$ cat src/rtl/fetchq_pkg.sv
// Shared types and constants for the instruction fetch queue.
package fetchq_pkg;

  localparam int INSTR_BYTES = 4;

  typedef struct packed {
    logic [63:0] pc;
    logic [31:0] instr;
  } fq_entry_t;

  typedef enum logic [1:0] {
    BOOT  = 2'd0,
    RUN   = 2'd1,
    DRAIN = 2'd2
  } fq_state_t;

endpackage

$ cat src/rtl/fetchq_fifo.sv
// Ring buffer of fetched entries with read/write pointers and an occupancy count.
module fetchq_fifo
  import fetchq_pkg::*;
#(
  parameter int DEPTH = 4,
  localparam int AW = $clog2(DEPTH),
  localparam int CW = AW + 1
) (
  input  logic          clk,
  input  logic          rst,
  input  logic          clear,
  input  logic          push,
  input  logic          pop,
  input  fq_entry_t     wrData,
  output fq_entry_t     rdData,
  output logic [CW-1:0] count
);

  fq_entry_t     mem [DEPTH];
  logic [AW-1:0] wrPtr;
  logic [AW-1:0] rdPtr;

  // DEPTH is a power of two, so pointer overflow is the wrap.
  always_ff @(posedge clk) begin
    if (rst || clear) begin
      wrPtr <= '0;
      rdPtr <= '0;
      count <= '0;
    end else begin
      if (push) wrPtr <= wrPtr + AW'(1);
      if (pop)  rdPtr <= rdPtr + AW'(1);
      count <= count + CW'(push) - CW'(pop);
    end
  end

  always_ff @(posedge clk) begin
    if (push) mem[wrPtr] <= wrData;
  end

  assign rdData = mem[rdPtr];

endmodule

$ cat src/rtl/fetch_queue.sv
// Instruction fetch queue: credit-limited request issue, in-order response capture, redirect drain.
// Optional same-cycle response bypass when the queue is empty: define FETCHQ_BYPASS_EN.
module fetch_queue
  import fetchq_pkg::*;
#(
  parameter int          DEPTH    = 4,
  parameter logic [63:0] RESET_PC = 64'h0
) (
  input  logic        clk,
  input  logic        rst,
  output logic        imem_req,
  output logic [63:0] imem_addr,
  input  logic        imem_ready,
  input  logic        imem_rsp_valid,
  input  logic [31:0] imem_rsp_data,
  input  logic        redirect_valid,
  input  logic [63:0] redirect_pc,
  input  logic        stall_d,
  output logic        out_valid,
  output logic [31:0] out_instr,
  output logic [63:0] out_pc,
  output logic [63:0] out_pc_plus4,
  output fq_state_t   stateDbg
);

  localparam int CW = $clog2(DEPTH) + 1;

  fq_state_t     state, stateNext;
  logic [CW-1:0] outstanding, discardCnt, count, inFlight, newDiscard;
  logic [63:0]   fetchPc, rspPc;
  logic          accept, rspHit, rspLive, push, pop, bypass;
  fq_entry_t     head, rspEntry, outEntry;

  // Memory handshake: a request transfers when imem_req && imem_ready; a response is
  // a single-cycle imem_rsp_valid pulse, returned in request order.
  assign imem_req  = (state == RUN) && ((count + outstanding) < CW'(DEPTH));
  assign imem_addr = fetchPc;
  assign accept    = imem_req && imem_ready;

  // While draining, discardCnt holds the in-flight count; outstanding is then zero.
  assign inFlight   = (state == DRAIN) ? discardCnt : outstanding;
  assign rspHit     = imem_rsp_valid && (inFlight != '0);
  assign rspLive    = rspHit && (state == RUN);
  assign newDiscard = inFlight + CW'(accept) - CW'(rspHit);

  // Responses return in order, so the oldest request's PC trails fetchPc by outstanding words.
  assign rspPc          = fetchPc - (64'(outstanding) * 64'(INSTR_BYTES));
  assign rspEntry.pc    = rspPc;
  assign rspEntry.instr = imem_rsp_data;

`ifdef FETCHQ_BYPASS_EN
  assign bypass = rspLive && (count == '0);
`else
  assign bypass = 1'b0;
`endif

  assign pop  = (count != '0) && !stall_d && !redirect_valid;
  assign push = rspLive && !redirect_valid && !(bypass && !stall_d);

  fetchq_fifo #(.DEPTH(DEPTH)) u_fifo (
    .clk    (clk),
    .rst    (rst),
    .clear  (redirect_valid),
    .push   (push),
    .pop    (pop),
    .wrData (rspEntry),
    .rdData (head),
    .count  (count)
  );

  always_comb begin
    outEntry = '0;
    if (count != '0) outEntry = head;
    else if (bypass) outEntry = rspEntry;
  end

  assign out_valid    = (count != '0) || bypass;
  assign out_instr    = outEntry.instr;
  assign out_pc       = outEntry.pc;
  assign out_pc_plus4 = out_valid ? outEntry.pc + 64'(INSTR_BYTES) : 64'h0;
  assign stateDbg     = state;

  always_comb begin
    stateNext = state;
    unique case (state)
      BOOT:    stateNext = RUN;
      RUN:     stateNext = RUN;
      DRAIN:   if (rspHit && discardCnt == CW'(1)) stateNext = RUN;
      default: stateNext = BOOT;
    endcase
    if (redirect_valid) stateNext = (newDiscard != '0) ? DRAIN : RUN;
  end

  always_ff @(posedge clk) begin
    if (rst) begin
      state       <= BOOT;
      outstanding <= '0;
      discardCnt  <= '0;
      fetchPc     <= RESET_PC;
    end else begin
      state <= stateNext;
      if (redirect_valid) begin
        outstanding <= '0;
        discardCnt  <= newDiscard;
        fetchPc     <= redirect_pc;
      end else begin
        if (accept) fetchPc <= fetchPc + 64'(INSTR_BYTES);
        if (state == RUN) outstanding <= outstanding + CW'(accept) - CW'(rspHit);
        if (state == DRAIN && rspHit) discardCnt <= discardCnt - CW'(1);
      end
    end
  end

endmodule

$ cat config.mk
export PLATFORM = sky130hd
export DESIGN_NAME = fetch_queue
export DESIGN_NICKNAME = d
export VERILOG_FILES = /design/src/rtl/fetchq_pkg.sv /design/src/rtl/fetchq_fifo.sv /design/src/rtl/fetch_queue.sv
export SDC_FILE = /design/constraint.sdc
export NUM_CORES = 1
export LEC_CHECK = 0
export CAP_MARGIN = 0
export CORE_UTILIZATION = 40
export DETAILED_ROUTE_END_ITERATION = 10
export HOLD_SLACK_MARGIN = 0.02
export PLACE_DENSITY_LB_ADDON = 0.15
export SETUP_SLACK_MARGIN = 0.05
export SLEW_MARGIN = 15
export SYNTH_ARGS = -nofsm -noshare
export SYNTH_HDL_FRONTEND = slang
export SYNTH_SLANG_ARGS = --single-unit
$ cat constraint.sdc
create_clock -name clk -period 8.1 [get_ports clk]
set_input_delay 1.62 -clock clk [delete_from_list [all_inputs] [get_ports clk]]
set_output_delay 1.62 -clock clk [all_outputs]
set_load 0.1 [all_outputs]
==> results of run 1 <==
## worst register-to-register path, cell delays in order (launching register included)
cell,delay (ns)
dfxtp_1,0.35
inv_1,0.13
ha_1,0.19
inv_1,0.05
fa_1,0.40
a21oi_1,0.20
nand2_1,0.28
or3_4,0.46
or3_4,0.37
or3_1,0.50
nor2_1,0.19
xor2_1,0.45
## flip-flops by register name, indices dropped and copies added, names as in the netlist, named ones only
register,cells
stateDbg,2
u_fifo.rdPtr,2
outstanding,3
u_fifo.count,3
discardCnt,3
u_fifo.mem,384
u_fifo.wrPtr,2
imem_addr,64
## cell families after synthesis
kind of cell	synth area share, %
simple gates	16.63
flops	57.01
xor+xnor	6.188
buf+inv	3.238
compound gates	4.068
mux	11.60
fa+ha+maj	1.269
## worst paths after layout
path / slack (ns) / end / depth (start not counted) / start
setup / recovery: 1.16 / out_pc_plus4[61] / 9 / flop
hold / removal: 0.54 / stateDbg[0]$_SDFFE_PP0P_ / 1 / stateDbg[0]$_SDFFE_PP0P_
hold reg to reg: 0.54 / stateDbg[0]$_SDFFE_PP0P_ / 1 / stateDbg[0]$_SDFFE_PP0P_
setup reg to reg: 4.25 / u_fifo.mem[0][84]$_DFFE_PP_ / 11 / imem_addr[2]$_SDFFE_PP0N_
## per-layer routing
metal	vias up	global-route usage, %	share of wire, %
met1	7883	32.54	47
met5	-	0	0.026
li1	7314	-	-
met2	596	32.51	44
met4	2	4.784	1.9
met3	87	4.642	7.3
## power by group
part	internal (mW)	total, mW	switching [mW]
sequential	2.63	2.69	0.0596
combinational	0.156	0.509	0.353
clock	1.32	2.28	0.966
## cell usage in the layout, fill, tap and decap left out, types with 25 or more instances in the layout
cell | synthesis | final
dfxtp_1 | 81 | 79
clkdlybuf4s50_1 | 0 | 304
xor2_1 | 83 | 83
inv_1 | 40 | 39
mux2i_1 | 25 | 25
nor3_1 | 45 | 44
nor4_1 | 29 | 29
and2_1 | 102 | 98
nor2_1 | 166 | 166
a211oi_1 | 33 | 33
mux4_2 | 94 | 94
nand3_1 | 54 | 54
clkbuf_16 | 0 | 49
nand4_1 | 42 | 42
o21ai_0 | 33 | 33
a21oi_1 | 39 | 37
buf_4 | 6 | 41
or3_1 | 25 | 25
xnor2_1 | 80 | 80
nand2_1 | 156 | 156
edfxtp_1 | 384 | 384
## per-stage QoR
step                      instance area [sq um]  power, mW  util, %  hold WS [ns]  instances
after floorplan                           23080      3.062        -        0.4815       1810
after global placement                    26840      3.235    47.32        0.5121       2801
after detailed placement                  26840      3.243    47.32        0.5213       2801
after CTS                                 28480      5.521    50.21        0.5402       2891
after global routing                      28480      5.650    50.21        0.5663       2891
final                                     28480      5.476    50.21        0.5358       2891
## area by class of cell
| class | count | share of cell area (%) |
|---|---|---|
| Multi-Input combinational cell | 1191 | 32.28 |
| Clock inverter | 33 | 1.345 |
| Clock buffer | 57 | 4.411 |
| Timing Repair Buffer | 347 | 11.85 |
| Inverter | 42 | 0.5712 |
| Sequential cell | 465 | 46.21 |
| Tap cell | 756 | 3.322 |
==> summary.txt, run 1 <==
Outcome
  • Status: finished clean

Global route
  • Remaining Overflow, GRT: 0
  • Vias in the first global route: 15690
  • Initial antenna violation count: 1
  • First-pass GRT wire length: 98200 um
  • Largest net degree at the start of global routing: 96
  • Overall fraction of global-route tracks in use: 21.82%

Synth
  • Seq cells post-synth: 465
  • Mapped Cells: 1810
  • Syn avg cell area: 12.75 sq um
  • Cell Area, Synth: 23070 sq um
  • Post-synth EDFFs: 384
  • Number of distinct library cells after synthesis: 69
  • Sequential fraction of the synthesis area: 57.01%
  • Main synth FF type: edfxtp_1
  • Largest area contributor in the netlist: edfxtp_1
  • Net Count, Synth: 1933
  • YS warnings: 0
  • Post-synth top cells: edfxtp_1 (384), nor2_1 (166), nand2_1 (156), and2_1 (102), mux4_2 (94)
  • Synth top area share: 49.98%
  • Synth async-reset ratio: 0%
  • Count leader, synth: edfxtp_1
  • Synth top area cells: edfxtp_1 (50%), mux4_2 (9.2%), dfxtp_1 (7.0%)

Cells and area
  • Layout cells sized above 1: 12.41%
  • ANT cells: 0
  • Synthesis-to-layout area growth: 23.44%
  • Area of the multi-input gates: 9193 sq um
  • Fill cell count: 4923
  • # nets final: 2219
  • Register area: 13160 sq um

Placement
  • Buffers on Ports: 329
  • DP HPWL: 45890 um
  • RePlAce Congestion: 0.9270
  • Dpl ws: 1.757 ns

Clock network
  • Clk buf depth: 3
  • Clock root cell: clkbuf_16
  • Post-CTS Hold Buffers: 0
  • Num Clock Sinks: 465
  • Post-CTS Setup Bufs: 0
  • CTS resizes: 0
  • CTS Buf Count: 49
  • CTS clk-pin slew, worst paths: 0.06 ns
  • CTS tree: done
  • CTS H-tree lvls: 2
  • Worst-Skew Late Latency: 0.60 ns

Die
  • Die Span X: 242.2 um
  • Initial core utilization: 40.68%
  • Ports: 330
  • FP Rows: 87
  • Die Span Y: 242.2 um
  • Core area: 56710 sq um
  • DIE AREA: 58640 sq um

Timing
  • Crit path time final: 6.945 ns
  • Unrepaired setup endpoints after global routing: no
  • Final hold vios: 0
  • # setup viols final: 0
  • Actual slew at the worst max-slew pin: 1.111 ns
  • Post-route worst setup slack: 1.155 ns
  • Post-Route Skew: 0.01581 ns
  • Final Max Slew Viols: 0
  • Worst slew margin: 25.93%
  • Accumulated negative setup slack: 0 ns
  • FMAX: 144.0 MHz
  • Crit share post-route: 85.73%

Drt
  • # DRC: 0
  • Post-route ant nets: 0
  • DRT iter0 DRCs: 1277
  • Pre-Repair DR Iteration Count: 7
  • Via Count: 15880
  • Total routed wirelength: 64800 um
  • Routed vias/inst: 5.494
  • Drt wl/cell: 22.41 um

Pwr
  • Leakage power: 9.273 nW
  • PD cells: 192.3 nW/um^2
  • Worst vdd ir: 157.7 uV

Worst setup path
  • CP Launch Type: flop
  • Critical-path maximum fanout: 72
  • Crit end category: output port
  • Kind of critical path: flop to output port
  • CP Cell Sequence: buf_12 -> mux4_2 -> nand2_1 -> nor3_2 -> nand3_1 -> nor4_1 -> nand4_1 -> mux2_2 -> clkdlybuf4s50_1
  • Slowest CP cell: clkdlybuf4s50_1
  • Required time worst endpoint: 6.48 ns
  • CP top delay family: simple AND/OR/NAND/NOR gates
  • CP bufs+invs: 2
  • Critical Path Max Stage Delay: 1.12 ns
  • Critical path arrival: 5.32 ns

Run
  • Max cap viols: 0

Worst hold path
  • Hold Path Class: flop to flop
(Power assumes the default switching activity.)
==> run 2, diff against run 1 <==
Settings changed: ABC_AREA set to 1, CELL_PAD_IN_SITES_DETAIL_PLACEMENT set to 1, CELL_PAD_IN_SITES_GLOBAL_PLACEMENT set to 1, PLACE_DENSITY set to 0.74, PLACE_DENSITY_LB_ADDON 0.15 to unset.
==> run 2 against run 1 <==
Maximum frequency decreased by 2.4%; sequential cell count unchanged; die area up 6.7%; worst setup slack got worse by 0.17 ns; utilization down 0.69 points; clock power down 2%; critical path type unchanged; largest cell class unchanged; largest power group unchanged; highest routed layer is now met4.
==> summary.txt, run 2 <==
Global route
  • Remaining Overflow, GRT: 0 (unchanged)
  • Initial antenna violation count: 0 (-1)
  • Overall fraction of global-route tracks in use: 28.77% (+7.0 points)
  • Vias in the first global route: 22430 (+43%)
  • First-pass GRT wire length: 137000 um (+40%)
  • Largest net degree at the start of global routing: 97 (+1.0%)

Drt
  • # DRC: 0 (unchanged)
  • Post-route ant nets: 0 (unchanged)
  • Via Count: 21500 (+35%)
  • Drt wl/cell: 22.42 um (about the same)
  • DRT iter0 DRCs: 1516 (+19%)
  • Routed vias/inst: 5.321 (-3.1%)
  • Pre-Repair DR Iteration Count: 5 (-2)
  • Total routed wirelength: 90590 um (+40%)

Worst setup path
  • Crit end category: output port
  • Required time worst endpoint: 6.48 ns (about the same)
  • Critical path arrival: 5.50 ns (+0.18 ns)
  • CP Cell Sequence: buf_4 -> nand2_1 -> nand3_1 -> nand2_1 -> nor2_2 -> ha_1 -> inv_1 -> nor2_2 -> nand2_2 -> nor2_2 -> nand2_1 -> nand2_1 -> nand2_1 -> inv_1 -> clkdlybuf4s50_1
  • Critical-path maximum fanout: 65 (-9.7%)
  • R2R Path Start: outstanding[1]$_SDFFE_PP0N_
  • Critical Path Max Stage Delay: 1.18 ns (+0.06 ns)
  • Kind of critical path: flop to output port
  • Most frequent CP cell: nand2_1
  • Slowest CP cell: clkdlybuf4s50_1
  • CP Launch Type: flop

Placement
  • Dpl cells: 3955 (+41%)
  • RePlAce Congestion: 0.9831 (+6.1%)
  • Buffers on Ports: 329 (unchanged)
  • Area after DPL: 28410 sq um (+5.9%)
  • DP HPWL: 67900 um (+48%)
  • Dpl ws: 1.621 ns (-0.1357 ns)

Timing
  • Post-Route Skew: 0.03066 ns (+0.01485 ns)
  • Accumulated negative setup slack: 0 ns (unchanged)
  • Final Max Slew Viols: 0 (unchanged)
  • Actual slew at the worst max-slew pin: 1.148 ns (+0.03694 ns)
  • Final hold vios: 0 (unchanged)
  • Crit share post-route: 87.86% (+2.1 points)
  • Unrepaired setup endpoints after global routing: no
  • Crit path time final: 7.117 ns (+0.1722 ns)
  • Fin Hold WS: 0.4811 ns (-0.05468 ns)
  • # setup viols final: 0 (unchanged)
  • Post-route worst setup slack: 0.9833 ns (-0.1722 ns)
  • FMAX: 140.5 MHz (-2.4%)
  • Worst slew margin: 23.22% (-2.7 points)

Die
  • Die Span X: 250.1 um (+3.3%)
  • DIE AREA: 62540 sq um (+6.7%)
  • Initial core utilization: 40.63% (-0.044 points)
  • Ports: 330 (unchanged)
  • Core area: 60580 sq um (+6.8%)
  • Die Span Y: 250.1 um (+3.3%)
  • FP Rows: 90 (+3.4%)

Synth
  • Syn avg cell area: 8.345 sq um (-35%)
  • Post-synth top cells: nand2_1 (763), nor2_1 (493), edfxtp_1 (384), inv_1 (288), nand3_1 (265)
  • Number of distinct library cells after synthesis: 41 (-41%)
  • Synth top area share: 46.84% (-3.1 points)
  • Seq cells post-synth: 465 (unchanged)
  • Mapped Cells: 2950 (+63%)
  • Synth top area cells: edfxtp_1 (47%), nand2_1 (12%), nor2_1 (7.5%)
  • Count leader, synth: nand2_1
  • Cell Area, Synth: 24620 sq um (+6.7%)
  • Net Count, Synth: 3073 (+59%)
  • Largest area contributor in the netlist: edfxtp_1
  • YS warnings: 0 (unchanged)
  • Main synth FF type: edfxtp_1
  • Post-synth EDFFs: 384 (unchanged)
  • Sequential fraction of the synthesis area: 53.43% (-3.6 points)
  • Synth async-reset ratio: 0% (unchanged)

Cells and area
  • Finished Cell Area: 30000 sq um (+5.3%)
  • Final core utilization: 49.52% (-0.69 points)
  • Most flops, register: u_fifo.mem
  • # nets final: 3347 (+51%)
  • Cell Count, Final, Fillers Out: 4041 (+40%)
  • Synthesis-to-layout area growth: 21.86%
  • ANT cells: 0 (unchanged)
  • Layout cells sized above 1: 5.308% (-7.1 points)
  • Max reg flops: 384 (unchanged)
  • Leading cell type in the layout, fill and taps excluded: nand2_1
  • Most frequent cells in the layout: nand2_1 (763), nor2_1 (488), edfxtp_1 (384)

Worst hold path
  • HP Start: u_fifo.rdPtr[1]$_SDFFE_PP0P_
  • Hold Path Class: flop to flop

Run
  • Max cap viols: 0 (unchanged)

Clock network
  • CTS tree: done
  • Post-CTS Hold Buffers: 0 (unchanged)
  • CTS Buf Count: 49 (unchanged)
  • CTS H-tree lvls: 2 (unchanged)
  • CTS resizes: 0 (unchanged)
  • Clk buf depth: 3 (unchanged)
  • Num Clock Sinks: 465 (unchanged)
  • Clock root cell: clkbuf_16
  • Post-CTS Setup Bufs: 0 (unchanged)
  • CTS clk-pin slew, worst paths: 0.06 ns (about the same)
  • Worst-Skew Late Latency: 0.60 ns (about the same)

Pwr
  • PD cells: 208.4 nW/um^2 (+8.3%)
  • Leakage power: 11.69 nW (+26%)
  • Total Power: 6.250 mW (+14%)
  • Worst vdd ir: 213.8 uV (+36%)

Outcome
  • Status: finished clean
-- run 2: cell count changes in the layout (fill, tap and decap cells not counted), sizes merged, moves of 52 or more --
cell / delta
nor2: +355
mux4: -102
o21ai: +104
nand2: +611
xnor2: -75
a21oi: +52
nand3: +226
inv: +252
and2: -103
-- run 2: worst paths after layout --
path | depth (start not counted) | slack [ns] | end
worst max-delay path | 15 | 0.98 | out_pc_plus4[54]
worst min-delay path | 2 | 0.48 | flop
worst max register to register | 9 | 4.38 | u_fifo.mem[2][9]$_DFFE_PP_
worst min register to register | 2 | 0.48 | flop
-- run 2: cells by family after synthesis --
kind of cell / share of synthesized area (%)
compound gates: 5.235
buf+inv: 7.207
xor+xnor: 4.661
fa+ha+maj: 1.189
flops: 53.43
simple gates: 28.28
-- run 2: layout make-up --
type | count | area (sq um)
tap | 782 | 978.4
timing repair buffer | 350 | 3443
inverter | 294 | 1106
fill | 7187 | 30580
sequential | 465 | 13160
clock inverter | 25 | 280.3
clock buffer | 61 | 1303
multi-input combinational | 2064 | 9728
-- run 2: power breakdown --
part           internal, mW  total (mW)  switching, mW
clock network          1.30        2.24          0.943
registers              2.70        2.79         0.0948
logic                 0.301        1.22          0.917
-- run 2: critical path: cells and delay by family, from the launching register on --
family        cells  cell delay (ns)
simple gates     10             1.56
flops             1             0.82
buf+inv           4             2.03
fa+ha+maj         1             0.39
-- run 2: metal layers --
layer,global-route usage (%),routed length (um),vias up
met3,3.211,4339,130
met1,39.31,40640,10590
met5,0,0,-
met4,8.466,2477,0
li1,-,-,10140
met2,48.08,43130,638
